File: src/rtl/tap_pkg.sv
// Shared TAP definitions: state encodings, next-state rule and the IR/DR select bit.
package tap_pkg;

  localparam int unsigned STATE_W = 4;
  localparam int unsigned IR_SEL  = 3;

  typedef enum logic [STATE_W-1:0] {
    EX2_DR = 4'h0,
    EX1_DR = 4'h1,
    SH_DR  = 4'h2,
    PA_DR  = 4'h3,
    SEL_IR = 4'h4,
    UPD_DR = 4'h5,
    CAP_DR = 4'h6,
    SEL_DR = 4'h7,
    EX2_IR = 4'h8,
    EX1_IR = 4'h9,
    SH_IR  = 4'hA,
    PA_IR  = 4'hB,
    RTI    = 4'hC,
    UPD_IR = 4'hD,
    CAP_IR = 4'hE,
    TLR    = 4'hF
  } tap_state_t;

  function automatic tap_state_t tap_next(input tap_state_t s, input logic tms);
    tap_state_t n;
    n = TLR;
    case (s)
      TLR:            n = tms ? TLR    : RTI;
      RTI:            n = tms ? SEL_DR : RTI;
      SEL_DR:         n = tms ? SEL_IR : CAP_DR;
      SEL_IR:         n = tms ? TLR    : CAP_IR;
      CAP_DR, SH_DR:  n = tms ? EX1_DR : SH_DR;
      EX1_DR:         n = tms ? UPD_DR : PA_DR;
      PA_DR:          n = tms ? EX2_DR : PA_DR;
      EX2_DR:         n = tms ? UPD_DR : SH_DR;
      CAP_IR, SH_IR:  n = tms ? EX1_IR : SH_IR;
      EX1_IR:         n = tms ? UPD_IR : PA_IR;
      PA_IR:          n = tms ? EX2_IR : PA_IR;
      EX2_IR:         n = tms ? UPD_IR : SH_IR;
      UPD_DR, UPD_IR: n = tms ? SEL_DR : RTI;
      default:        n = TLR;
    endcase
    return n;
  endfunction

endpackage

File: src/rtl/tap_controller_if.sv
// TAP pin/cell bundle: TMS in, state and IR/DR control strobes out.
interface tap_controller_if;
  import tap_pkg::*;

  logic       TMS;
  tap_state_t State;
  logic       ResetIR;
  logic       ShiftIR;
  logic       ClockIR;
  logic       UpdateIR;
  logic       ShiftDR;
  logic       ClockDR;
  logic       UpdateDR;
  logic       Select;
  logic       Enable;

  modport master (
    input  TMS,
    output State, ResetIR, ShiftIR, ClockIR, UpdateIR,
           ShiftDR, ClockDR, UpdateDR, Select, Enable
  );

  modport slave (
    output TMS,
    input  State, ResetIR, ShiftIR, ClockIR, UpdateIR,
           ShiftDR, ClockDR, UpdateDR, Select, Enable
  );
endinterface

File: src/rtl/tap_clock_gate.sv
// Glitch-free TCK gate: enable captured on falling TCK so it is stable while TCK is high.
module tap_clock_gate (
  input  logic TCK,
  input  logic Reset,
  input  logic en_d,
  output logic gclk
);

  logic en_q;

  always_ff @(negedge TCK or posedge Reset) begin
    if (Reset) en_q <= 1'b0;
    else       en_q <= en_d;
  end

  assign gclk = TCK & en_q;

endmodule

File: src/rtl/tap_controller.sv
// IEEE 1149.1 TAP controller: state machine plus falling-edge IR/DR strobes and gated clocks.
module tap_controller
  import tap_pkg::*;
(
  input  logic            TCK,
  input  logic            Reset,
  tap_controller_if.master bus
);

  tap_state_t state_q;
  tap_state_t state_d;

  logic reset_ir_c;
  logic shift_ir_c;
  logic shift_dr_c;
  logic update_ir_c;
  logic update_dr_c;
  logic en_ir_c;
  logic en_dr_c;

  logic reset_ir_q;
  logic shift_ir_q;
  logic shift_dr_q;
  logic update_ir_q;
  logic update_dr_q;
  logic enable_q;

  logic clock_ir;
  logic clock_dr;

  always_ff @(posedge TCK or posedge Reset) begin
    if (Reset) state_q <= TLR;
    else       state_q <= state_d;
  end

  always_comb begin
    state_d = state_q;
    state_d = tap_next(state_q, bus.TMS);
  end

  // State decode feeding the falling-edge strobe register and the clock-gate enables
  always_comb begin
    reset_ir_c  = 1'b0;
    shift_ir_c  = 1'b0;
    shift_dr_c  = 1'b0;
    update_ir_c = 1'b0;
    update_dr_c = 1'b0;
    en_ir_c     = 1'b0;
    en_dr_c     = 1'b0;
    reset_ir_c  = (state_q == TLR);
    shift_ir_c  = (state_q == SH_IR);
    shift_dr_c  = (state_q == SH_DR);
    update_ir_c = (state_q == UPD_IR);
    update_dr_c = (state_q == UPD_DR);
    en_ir_c     = (state_q == CAP_IR) || (state_q == SH_IR);
    en_dr_c     = (state_q == CAP_DR) || (state_q == SH_DR);
  end

  always_ff @(negedge TCK or posedge Reset) begin
    if (Reset) begin
      reset_ir_q  <= 1'b1;
      shift_ir_q  <= 1'b0;
      shift_dr_q  <= 1'b0;
      update_ir_q <= 1'b0;
      update_dr_q <= 1'b0;
      enable_q    <= 1'b0;
    end else begin
      reset_ir_q  <= reset_ir_c;
      shift_ir_q  <= shift_ir_c;
      shift_dr_q  <= shift_dr_c;
      update_ir_q <= update_ir_c;
      update_dr_q <= update_dr_c;
      enable_q    <= shift_ir_c | shift_dr_c;
    end
  end

  tap_clock_gate u_gate_ir (
    .TCK   (TCK),
    .Reset (Reset),
    .en_d  (en_ir_c),
    .gclk  (clock_ir)
  );

  tap_clock_gate u_gate_dr (
    .TCK   (TCK),
    .Reset (Reset),
    .en_d  (en_dr_c),
    .gclk  (clock_dr)
  );

  assign bus.State    = state_q;
  assign bus.Select   = state_q[IR_SEL];
  assign bus.ResetIR  = reset_ir_q;
  assign bus.ShiftIR  = shift_ir_q;
  assign bus.ShiftDR  = shift_dr_q;
  assign bus.UpdateIR = update_ir_q;
  assign bus.UpdateDR = update_dr_q;
  assign bus.Enable   = enable_q;
  assign bus.ClockIR  = clock_ir;
  assign bus.ClockDR  = clock_dr;

endmodule
File: src/flat_wrapper.sv
// flat-port wrapper written by rule: the top's interface ports become plain ports
module tap_controller_flat import tap_pkg::*;
  (TCK, Reset, bus_TMS, bus_State, bus_ResetIR, bus_ShiftIR, bus_ClockIR, bus_UpdateIR, bus_ShiftDR, bus_ClockDR, bus_UpdateDR, bus_Select, bus_Enable);
  tap_controller_if bus_i ();
  input  logic TCK;
  input  logic Reset;
  input wire logic [$bits(bus_i.TMS)-1:0] bus_TMS;
  output wire logic [$bits(bus_i.State)-1:0] bus_State;
  output wire logic [$bits(bus_i.ResetIR)-1:0] bus_ResetIR;
  output wire logic [$bits(bus_i.ShiftIR)-1:0] bus_ShiftIR;
  output wire logic [$bits(bus_i.ClockIR)-1:0] bus_ClockIR;
  output wire logic [$bits(bus_i.UpdateIR)-1:0] bus_UpdateIR;
  output wire logic [$bits(bus_i.ShiftDR)-1:0] bus_ShiftDR;
  output wire logic [$bits(bus_i.ClockDR)-1:0] bus_ClockDR;
  output wire logic [$bits(bus_i.UpdateDR)-1:0] bus_UpdateDR;
  output wire logic [$bits(bus_i.Select)-1:0] bus_Select;
  output wire logic [$bits(bus_i.Enable)-1:0] bus_Enable;
  assign bus_i.TMS = bus_TMS;
  assign bus_State = bus_i.State;
  assign bus_ResetIR = bus_i.ResetIR;
  assign bus_ShiftIR = bus_i.ShiftIR;
  assign bus_ClockIR = bus_i.ClockIR;
  assign bus_UpdateIR = bus_i.UpdateIR;
  assign bus_ShiftDR = bus_i.ShiftDR;
  assign bus_ClockDR = bus_i.ClockDR;
  assign bus_UpdateDR = bus_i.UpdateDR;
  assign bus_Select = bus_i.Select;
  assign bus_Enable = bus_i.Enable;
  tap_controller u_core (.TCK(TCK), .Reset(Reset), .bus(bus_i));
endmodule
File: config.mk
export PLATFORM = sky130hd
export DESIGN_NAME = tap_controller_flat
export DESIGN_NICKNAME = d
export VERILOG_FILES = /design/src/rtl/tap_pkg.sv /design/src/rtl/tap_controller_if.sv /design/src/rtl/tap_clock_gate.sv /design/src/rtl/tap_controller.sv /design/src/flat_wrapper.sv
export SDC_FILE = /design/constraint.sdc
export NUM_CORES = 1
export LEC_CHECK = 0
export CAP_MARGIN = 20
export CORE_AREA = 2 2 39 41
export CTS_CLUSTER_DIAMETER = 30
export CTS_CLUSTER_SIZE = 12
export DETAILED_ROUTE_END_ITERATION = 8
export DIE_AREA = 0 0 41 43
export PLACE_DENSITY_LB_ADDON = 0.12
export SLEW_MARGIN = 25
export SYNTH_ARGS = -nofsm -noshare
export SYNTH_HDL_FRONTEND = slang
export SYNTH_SLANG_ARGS = --single-unit
File: constraint.sdc
create_clock -name TCK -period 2 [get_ports TCK]
set_input_delay 0.2 -clock TCK [delete_from_list [all_inputs] [get_ports TCK]]
set_output_delay 0.2 -clock TCK [all_outputs]
set_load 0.05 [all_outputs]
=== After elaboration in Yosys (flattened, before gate mapping) ===
Cells that the tools add are included.

* Bits in registers: 12
* Logic and storage cells: 46
* Output and inout bits: 13

* Bitwise gates (word level): 3
* Reduce and logical (&&, ||, !) cells: 6
* Muxes and demuxes: 13
* Eq/ne operators: 15

{| class="wikitable"
|+ Operator list
! operator !! count
|-
| 4-bit case mux with 12 select lines || 1
|-
| 4-bit == test (second input constant) || 8
|-
| 4-bit by 3-bit == test with 1-bit output (second input constant) || 4
|-
| 2-bit two-way mux || 6
|-
| 3-bit two-way mux || 4
|-
| 4-bit by 2-bit == test with 1-bit output (second input constant) || 2
|-
| 4-bit by 1-bit == test with 1-bit output (second input constant) || 1
|-
| 4-bit logical NOT || 1
|-
| 4-bit two-way mux || 1
|-
| 2-bit OR reduction || 2
|-
| 3-bit OR reduction || 1
|-
| 1-bit AND || 2
|-
| 1-bit logical OR || 2
|-
| 1-bit two-way mux || 1
|-
| 1-bit OR || 1
|}

=== Depth between registers and ports, before layout ===
Gate-level depths: netlist (run 1).

* Depth in word-level cells: 3
* Gate-level depth with buffers: 4
* Mapped depth without buffers: 3

=== Modules after synthesis ===
Synthesis (run 1) repeated with hierarchy kept, for this count alone.

* Cells, all modules: 49
* Area total of the unflattened synthesis: 530.5 um2

{| class="wikitable"
|+ Modules (own cells, without submodules)
! module !! cells an instance !! instances !! seq. area each (um2) !! area each (um2)
|-
| tap_controller || 43 || 1 || 256.5 || 460.4
|-
| tap_clock_gate || 3 || 2 || 25.0 || 35.0
|}

==> metrics, run 1 <==
post-synthesis register bit count=12; GR Util met2=0.1531; Synth area leader=dfrtn_1; antenna violations before repair=0; Critical Path Source Type=flip-flop; Clock Skews=0.06394 ns; Hold Fails Final Rpt=0; Critical path buffers and inverters=1; postcts setup bufs=0; status=finished, violations left; Max stage delay on crit path=0.53 ns; Remaining DRCs=0; Worst EP required=1.80 ns; fillers=121; hold crit path type=in -> async; PortBufs=15; met1 Usage GRT=0.1747; static leakage=0.3957 nW; synth cell count leaders=7 x dfrtn_1, 5 x dfstp_2, 5 x nand2_1, 5 x nor2_1; Via Count=420; global routing's busiest layer=met1; Worst Tran Pin Value=0.1979 ns; WS Path Type=reg -> out; nets@finish=78; count of max-cap constraint violations=0; share of the synthesized area in the top cell type=0.3349; WL final=918 um; area occupied by multi-input gates=176.4 sq um; FF-to-FF setup slack=0.06 ns; failing checks=setup timing; M3 GR Usage=0.09948; crit end category=output port; launch instance of the worst register-to-register path=u_core.bus.State[0]; Max Slew Vio Count=0; Synth Warn #=0; Reg2Reg Capture Point=u_core.u_gate_dr.en_q; Seq/Total Area, Yosys=0.5861; CTS tree=done; dpl ws=-0.4615 ns; die area=1763 sq um; Synth area leaders=dfrtn_1 33%, dfstp_2 25%, nand2_1 3.6%; DP Wirelength=671 um; Mapped Avg Cell Area=10.67 sq um; Worst path top cell family by delay=flip-flops; mapped cell area=523.0 sq um; slowest CP cell=dfstp_2; worst-path cell chain=buf_12; Post-CTS Hold Buffers=0; P per Cell Area=1984 nW/um^2; Synth Flop Type=dfrtn_1; first-pass GRT wire length=1504 um; grt total ovfl=0; initial DRC count=17; Yosys cell types=22; Clock transition at path regs=0.07 ns; Routed Antenna Nets=0; Register-to-Register Path Depth=2; row cnt=14; storage element area=306.5 sq um; total global-route track usage=0.1392; CP Data Arrival Time=2.10 ns; Async SR Flop Fraction=1.000; number of synthesized flops with an enable pin=0; cell area after layout=834.6 sq um; DR vias/cell=4.615; worst setup margin=-0.2958 ns; vias in the first global route=366; Die X=41 um; unrepaired setup endpoints after global routing=yes; Max IR drop VDD=0.8619 mV; initial core utilization=0.3779; die height=43 um; Placed Area=759.5 sq um; Final setup viols=10; Final TNS setup=-1.587 ns; Worst Path Max Fanout=1; hold_ws=0.3307 ns; DR WL/cell=10.09 um; largest net degree at the start of global routing=11; area growth from synthesis to layout=59.57%; Worst-Skew Late Latency=0.43 ns; most frequent cell after synthesis=dfrtn_1; Post-Synthesis Cells=49; DRT Pass-1 Iters=4; I/O pins=16; Rel. slew slack=0.8681; n_diodes=0; layout cell share with drive strength beyond 1=0.4933; core footprint=1384 sq um; post-synthesis net count=52; GP Congestion=0.7442
cells in the final DEF, fill, tap and decap left out, types with 3 or more instances in the layout:
cell / instances
buf_4: 12
clkbuf_4: 7
dfrtn_1: 7
buf_12: 6
nor2_1: 5
nand2_1: 5
dfstp_2: 5
inv_1: 3
worst max path at each step:
stage,startpoint,to,slack [ns],depth (start not counted)
final,u_core.bus.ResetIR,bus_ResetIR,-0.30,1
after global routing,u_core.bus.ResetIR,bus_ResetIR,-0.33,1
after CTS,u_core.bus.ResetIR,bus_ResetIR,-0.30,1
after detailed placement,u_core.u_gate_dr.en_q,bus_ClockDR,-0.46,2
after global placement,u_core.u_gate_ir.en_q,bus_ClockIR,-0.45,2
after floorplan,u_core.bus.State[3],u_core.bus.UpdateDR,-0.23,2
sequential cells by signal, summed over array words and instances (netlist names):
register / flops
u_core.bus.State: 4
u_core.u_gate_ir.en_q: 1
u_core.bus.UpdateIR: 1
u_core.bus.ShiftDR: 1
u_core.bus.ResetIR: 1
u_core.bus.UpdateDR: 1
u_core.bus.ShiftIR: 1
u_core.bus.Enable: 1
u_core.u_gate_dr.en_q: 1
through the flow:
| stage | power, W | utilization | cells |
|---|---|---|---|
| global placement | 0.001346 | 0.5488 | 82 |
| floorplan | 0.001076 | - | 49 |
| finish | 0.001656 | 0.6031 | 91 |
| detailed placement | 0.001352 | 0.5488 | 82 |
| global route | 0.001760 | 0.6031 | 91 |
| CTS | 0.001672 | 0.6031 | 91 |
logic make-up (layout without fill, tap and decap cells):
group | after synthesis | after routing | share of synthesized area
DFF | 12 | 12 | 0.5861
muxes | 1 | 1 | 0.02153
and+or+nand+nor | 22 | 22 | 0.2321
buffers and inverters | 8 | 34 | 0.08612
AOI/OAI and AO/OA | 6 | 6 | 0.07417
layer usage:
metal,share of wire,up-vias
met2,0.51,20
met5,0,-
li1,-,210
met3,0.095,0
met4,0,0
met1,0.39,190
timing repair:
item | in CTS | in global routing
endpoints found under the setup margin | 10 | 10
pin swaps | 1 | 0
resized for setup | 18 | 0
endpoints found under the hold margin | 0 | 0
worst reg2reg max path, stage by stage, from the launching register on:
cell and delay (ns):
dfstp_2 0.53, nand2b_1 0.20, nor2_1 0.08
layout make-up:
| class | count | share of cell area |
|---|---|---|
| clock buffers | 10 | 0.1034 |
| clock inverters | 2 | 0.008996 |
| inverters | 2 | 0.008996 |
| multi-input cells | 29 | 0.2114 |
| flip-flops and latches | 12 | 0.3673 |
| well taps | 16 | 0.02399 |
| repair buffers | 20 | 0.2759 |
report_power, final:
group | leakage (nW) | switching, W | internal, W
logic | 0.185 | 0.000482 | 0.000342
registers | 0.148 | 0.0000702 | 0.000365
clock network | 0.0636 | 0.000173 | 0.000223
(Power assumes the default switching activity.)
==> run 2, diff against run 1 <==
- TNS_END_PERCENT: unset -> 5
==> run 2 against run 1 <==
Power increased by 0.30%. Critical path depth stayed put. Clock power is 1% higher. Worst hold slack lost 0.11 ns. Wire length is 2.5% higher. Utilization fell by 0.54 points. The run still ends with setup timing left. Via count down 0.71%. Clock skew grew 0.0019 ns. Die area is the same. Flip-flop and latch count stayed put.
==> metrics, run 2 (synthesis results as in run 1) <==
grt total ovfl=0 (unchanged); CP Data Arrival Time=2.10 ns (about the same); met3 wire len=51 um (-41%); PortBufs=15 (unchanged); Die X=41 um (unchanged); slowest CP cell=dfstp_2; Max stage delay on crit path=0.53 ns (about the same); WL met1=399 um (+11%); worst setup margin=-0.3006 ns (-0.004882 ns); Clock Skews=0.06581 ns (+0.001869 ns); Reg2Reg Capture Point=u_core.bus.UpdateDR; hold crit path type=in -> async; first-pass GRT wire length=1531 um (+1.8%); layout cell share with drive strength beyond 1=0.4865 (-0.006847); routed length on met2=478 um (+1.7%); Worst Path Max Fanout=1 (unchanged); GP Congestion=0.7321 (-1.6%); Clock transition at path regs=0.07 ns (about the same); Critical Path Source Type=flip-flop; vias in the first global route=400 (+9.3%); postcts setup bufs=0 (unchanged); failing checks=setup timing; Worst path top cell family by delay=flip-flops; max FFs per register=4 (unchanged); unrepaired setup endpoints after global routing=yes; core footprint=1384 sq um (unchanged); count of max-cap constraint violations=0 (unchanged); Final TNS setup=-1.615 ns (-0.02821 ns); nets@finish=77 (-1.3%); Max Slew Vio Count=0 (unchanged); row cnt=14 (unchanged); Via Count=417 (-0.71%); DP Wirelength=650.2 um (-3.1%); Tot Pwr=0.001661 W (+0.30%); initial core utilization=0.3779 (unchanged); highest routed layer=met4; Worst Tran Pin Value=0.1780 ns (-0.01988 ns); Rel. slew slack=0.8804 (+0.01234); largest net degree at the start of global routing=11 (unchanged); WS Path Type=reg -> out; most common cell after layout, fill and taps aside=buf_4; CTS tree=done; DRT Pass-1 Iters=4 (unchanged); Critical path buffers and inverters=1 (unchanged); DR WL/cell=10.46 um (+3.6%); FF-to-FF setup slack=0.04 ns (-0.02 ns); die height=43 um (unchanged); Hold Fails Final Rpt=0 (unchanged); Final setup viols=10 (unchanged); status=finished, violations left; area growth from synthesis to layout=58.13%; CP startpoint=u_core.bus.ResetIR; hold_ws=0.2185 ns (-0.1122 ns); die area=1763 sq um (unchanged); P per Cell Area=2008 nW/um^2 (+1.2%); static leakage=0.3906 nW (-1.3%); Register-to-Register Path Depth=1 (-1); Routed Antenna Nets=0 (unchanged); DR vias/cell=4.633 (+0.39%); WL final=941 um (+2.5%); total global-route track usage=0.1442 (+0.004970); dpl ws=-0.4514 ns (+0.01017 ns); initial DRC count=6 (-11); I/O pins=16 (unchanged); Worst-Skew Late Latency=0.44 ns (about the same); worst-path cell chain=buf_12; antenna violations before repair=0 (unchanged); crit end category=output port; Remaining DRCs=0 (unchanged); Post-CTS Hold Buffers=0 (unchanged); Max IR drop VDD=0.8572 mV (-0.54%); n_diodes=0 (unchanged); Worst EP required=1.80 ns (about the same); launch instance of the worst register-to-register path=u_core.bus.State[1]; fillers=120 (-0.83%); commonest cells after routing, fill and taps aside=11 x buf_4, 7 x clkbuf_4, 7 x dfrtn_1
-- run 2: metal layers --
metal,track usage,vias up
met5,0,-
met4,0.1400,0
met3,0.1204,2
met2,0.1625,16
met1,0.1536,191
li1,-,208
-- run 2: stage by stage --
step,cells,util,cell area (sq um)
after global placement,81,0.5434,752.0
after detailed placement,81,0.5434,752.0
after global routing,90,0.5976,827.0
after CTS,90,0.5976,827.0
final,90,0.5976,827.0
after floorplan,49,-,535.5
-- run 2: layout make-up --
class	instances	area (sq um)	share of cell area
clock buffer	11	90.09	0.1089
clock inverter	1	3.754	0.004539
inverter	2	7.507	0.009077
multi-input combinational	29	176.4	0.2133
sequential	12	306.5	0.3707
tap	16	20.02	0.02421
timing repair buffer	19	222.7	0.2693
-- run 2: worst max path at each step --
stage	slack (ns)	cells past startpoint	to
after CTS	-0.31	1	bus_ResetIR
after floorplan	-0.23	2	u_core.bus.UpdateDR
after global routing	-0.34	1	bus_ResetIR
after detailed placement	-0.45	2	bus_ClockIR
final	-0.30	1	bus_ResetIR
after global placement	-0.45	2	bus_ClockIR
-- run 2: what timing repair did --
action,in CTS,in global routing
cloned,0,0
pin swaps,1,0
setup endpoints to repair,10,10
gates resized for setup,18,0
-- run 2: report_power, final --
| group | internal, W | leakage, nW | switching [W] |
|---|---|---|---|
| Clock | 0.000228 | 0.0632 | 0.000172 |
| Sequential | 0.000366 | 0.148 | 0.0000764 |
| Combinational | 0.000341 | 0.180 | 0.000478 |
==> run 3, diff against run 2 <==
- CORE_AREA: 2 2 39 41 -> unset
- CORE_UTILIZATION: unset -> 39
- DIE_AREA: 0 0 41 43 -> unset
- PLACE_DENSITY: unset -> 0.71
- PLACE_DENSITY_LB_ADDON: 0.12 -> unset
- clock period: 2 -> 2.05 ns (I/O delays scaled with it)
==> run 3 against run 2 <==
The run still ends with setup timing left. Register-to-register slack improved by 0.04 ns. Flip-flop and latch count unchanged. Clock skew fell by 0.0019 ns. Setup slack improved by 0.0069 ns. Critical path type unchanged. Largest power group unchanged.
==> metrics, run 3 (synthesis results as in run 1) <==
Die X=38.62 um (-5.8%); GP Congestion=0.7828 (+6.9%); worst-path cell chain=buf_12; failing checks=setup timing; Clock Skews=0.06393 ns (-0.001873 ns); vias in the first global route=452 (+13%); Final setup viols=10 (unchanged); crit end category=output port; die area=1492 sq um (-15%); die height=38.62 um (-10%); n_diodes=0 (unchanged); max FFs per register=4 (unchanged); largest net degree at the start of global routing=11 (unchanged); Remaining DRCs=0 (unchanged); Max stage delay on crit path=0.54 ns (about the same); antenna violations before repair=0 (unchanged); CP Data Arrival Time=2.14 ns (+0.04 ns); P per Cell Area=1965 nW/um^2 (-2.1%); DRT Pass-1 Iters=4 (unchanged); static leakage=0.3963 nW (+1.5%); total global-route track usage=0.2044 (+0.06026); Worst path top cell family by delay=flip-flops; Reg2Reg Capture Point=u_core.bus.UpdateDR; WL final=1030 um (+9.5%); worst setup margin=-0.2938 ns (+0.006876 ns); storage element area=306.5 sq um (unchanged); initial DRC count=16 (+10); hold_ws=0.3076 ns (+0.08920 ns); commonest cells after routing, fill and taps aside=7 x clkbuf_4, 7 x buf_4, 7 x dfrtn_1; status=finished, violations left; CTS tree=done; slowest CP cell=dfstp_2; Critical Path Source Type=flip-flop; Worst Tran Pin Value=0.4892 ns (+0.3112 ns); Worst Path Max Fanout=1 (unchanged); DR WL/cell=11.70 um (+12%); launch instance of the worst register-to-register path=u_core.bus.State[3]; first-pass GRT wire length=1759 um (+15%); Max Slew Vio Count=0 (unchanged); Post-CTS Hold Buffers=0 (unchanged); core footprint=1171 sq um (-15%); row cnt=12 (-2); count of max-cap constraint violations=0 (unchanged); postcts setup bufs=0 (unchanged); PortBufs=15 (unchanged); FF-to-FF setup slack=0.08 ns (+0.04 ns); Critical path buffers and inverters=1 (unchanged); area occupied by multi-input gates=176.4 sq um (unchanged); initial core utilization=0.4466 (+0.06864); Register-to-Register Path Depth=1 (unchanged); Hold Fails Final Rpt=0 (unchanged); hold crit path type=in -> async; Rel. slew slack=0.6728 (-0.2076); DR vias/cell=4.852 (+4.7%); Final Non-Filler Cells=88 (-2.2%); DP Wirelength=698.6 um (+7.4%); fillers=91 (-24%); layout cell share with drive strength beyond 1=0.4459 (-0.04054); unrepaired setup endpoints after global routing=yes; Inst Count DP=79 (-2.5%); Max IR drop VDD=1.177 mV (+37%); grt total ovfl=0 (unchanged); I/O pins=16 (unchanged); Via Count=427 (+2.4%); Worst EP required=1.85 ns (+0.05 ns); nets@finish=77 (unchanged); Routed Antenna Nets=0 (unchanged); WS Path Type=reg -> out; area growth from synthesis to layout=61.00%; Clock transition at path regs=0.08 ns (about the same); Worst-Skew Late Latency=0.44 ns (about the same)
-- run 3: cell count changes in the layout (fill, tap and decap cells not counted) --
cell	before	now
dlygate4sd2_1	0	2
clkbuf_1	2	1
clkdlybuf4s50_1	2	4
buf_4	11	7
clkbuf_8	0	1
-- run 3: metrics by stage --
stage	TNS [ns]	setup WS (ns)	total power (W)	area, sq um	utilization
3_3_place_gp	-0.8505	-0.4286	0.001309	759.5	0.6485
3_5_place_dp	-0.8731	-0.4378	0.001320	759.5	0.6485
4_1_cts	-1.661	-0.3123	0.001672	842.1	0.7190
5_1_grt	-1.815	-0.3252	0.001751	842.1	0.7190
2_1_floorplan	-1.401	-0.2085	0.001035	535.5	-
6_report	-1.551	-0.2938	0.001655	842.1	0.7190
-- run 3: repair_timing --
action                     4_1_cts  5_1_grt
pin swaps                        1        1
gates resized for setup         20        0
setup endpoints to repair       12       10
-- run 3: worst max path at each step --
stage	from	end	slack (ns)	cells past startpoint
after floorplan	u_core.bus.State[3]	u_core.bus.UpdateDR	-0.21	2
after global placement	u_core.u_gate_ir.en_q	bus_ClockIR	-0.43	2
after detailed placement	u_core.u_gate_ir.en_q	bus_ClockIR	-0.44	2
after CTS	u_core.bus.ResetIR	bus_ResetIR	-0.31	1
after global routing	u_core.bus.ResetIR	bus_ResetIR	-0.33	1
final	u_core.bus.ResetIR	bus_ResetIR	-0.29	1
-- run 3: area by class of cell --
class | instances | area share
Sequential cell | 12 | 0.3640
Timing Repair Buffer | 19 | 0.2734
Clock buffer | 11 | 0.1189
Multi-Input combinational cell | 29 | 0.2095
Tap cell | 14 | 0.02080
Clock inverter | 1 | 0.004458
Inverter | 2 | 0.008915
-- run 3: metal layers --
metal,up-vias,share of wire,track usage,routed length [um]
li1,208,-,-,-
met2,16,0.48,0.1917,490
met4,0,0,0.2586,0
met5,-,0,0,0
met3,0,0.068,0.1618,70
met1,203,0.46,0.2357,469
-- run 3: where the power goes --
group          switching [W]  internal, W  total [W]
sequential         0.0000796     0.000357   0.000437
clock               0.000178     0.000256   0.000434
combinational       0.000462     0.000322   0.000785
total               0.000720     0.000935    0.00166
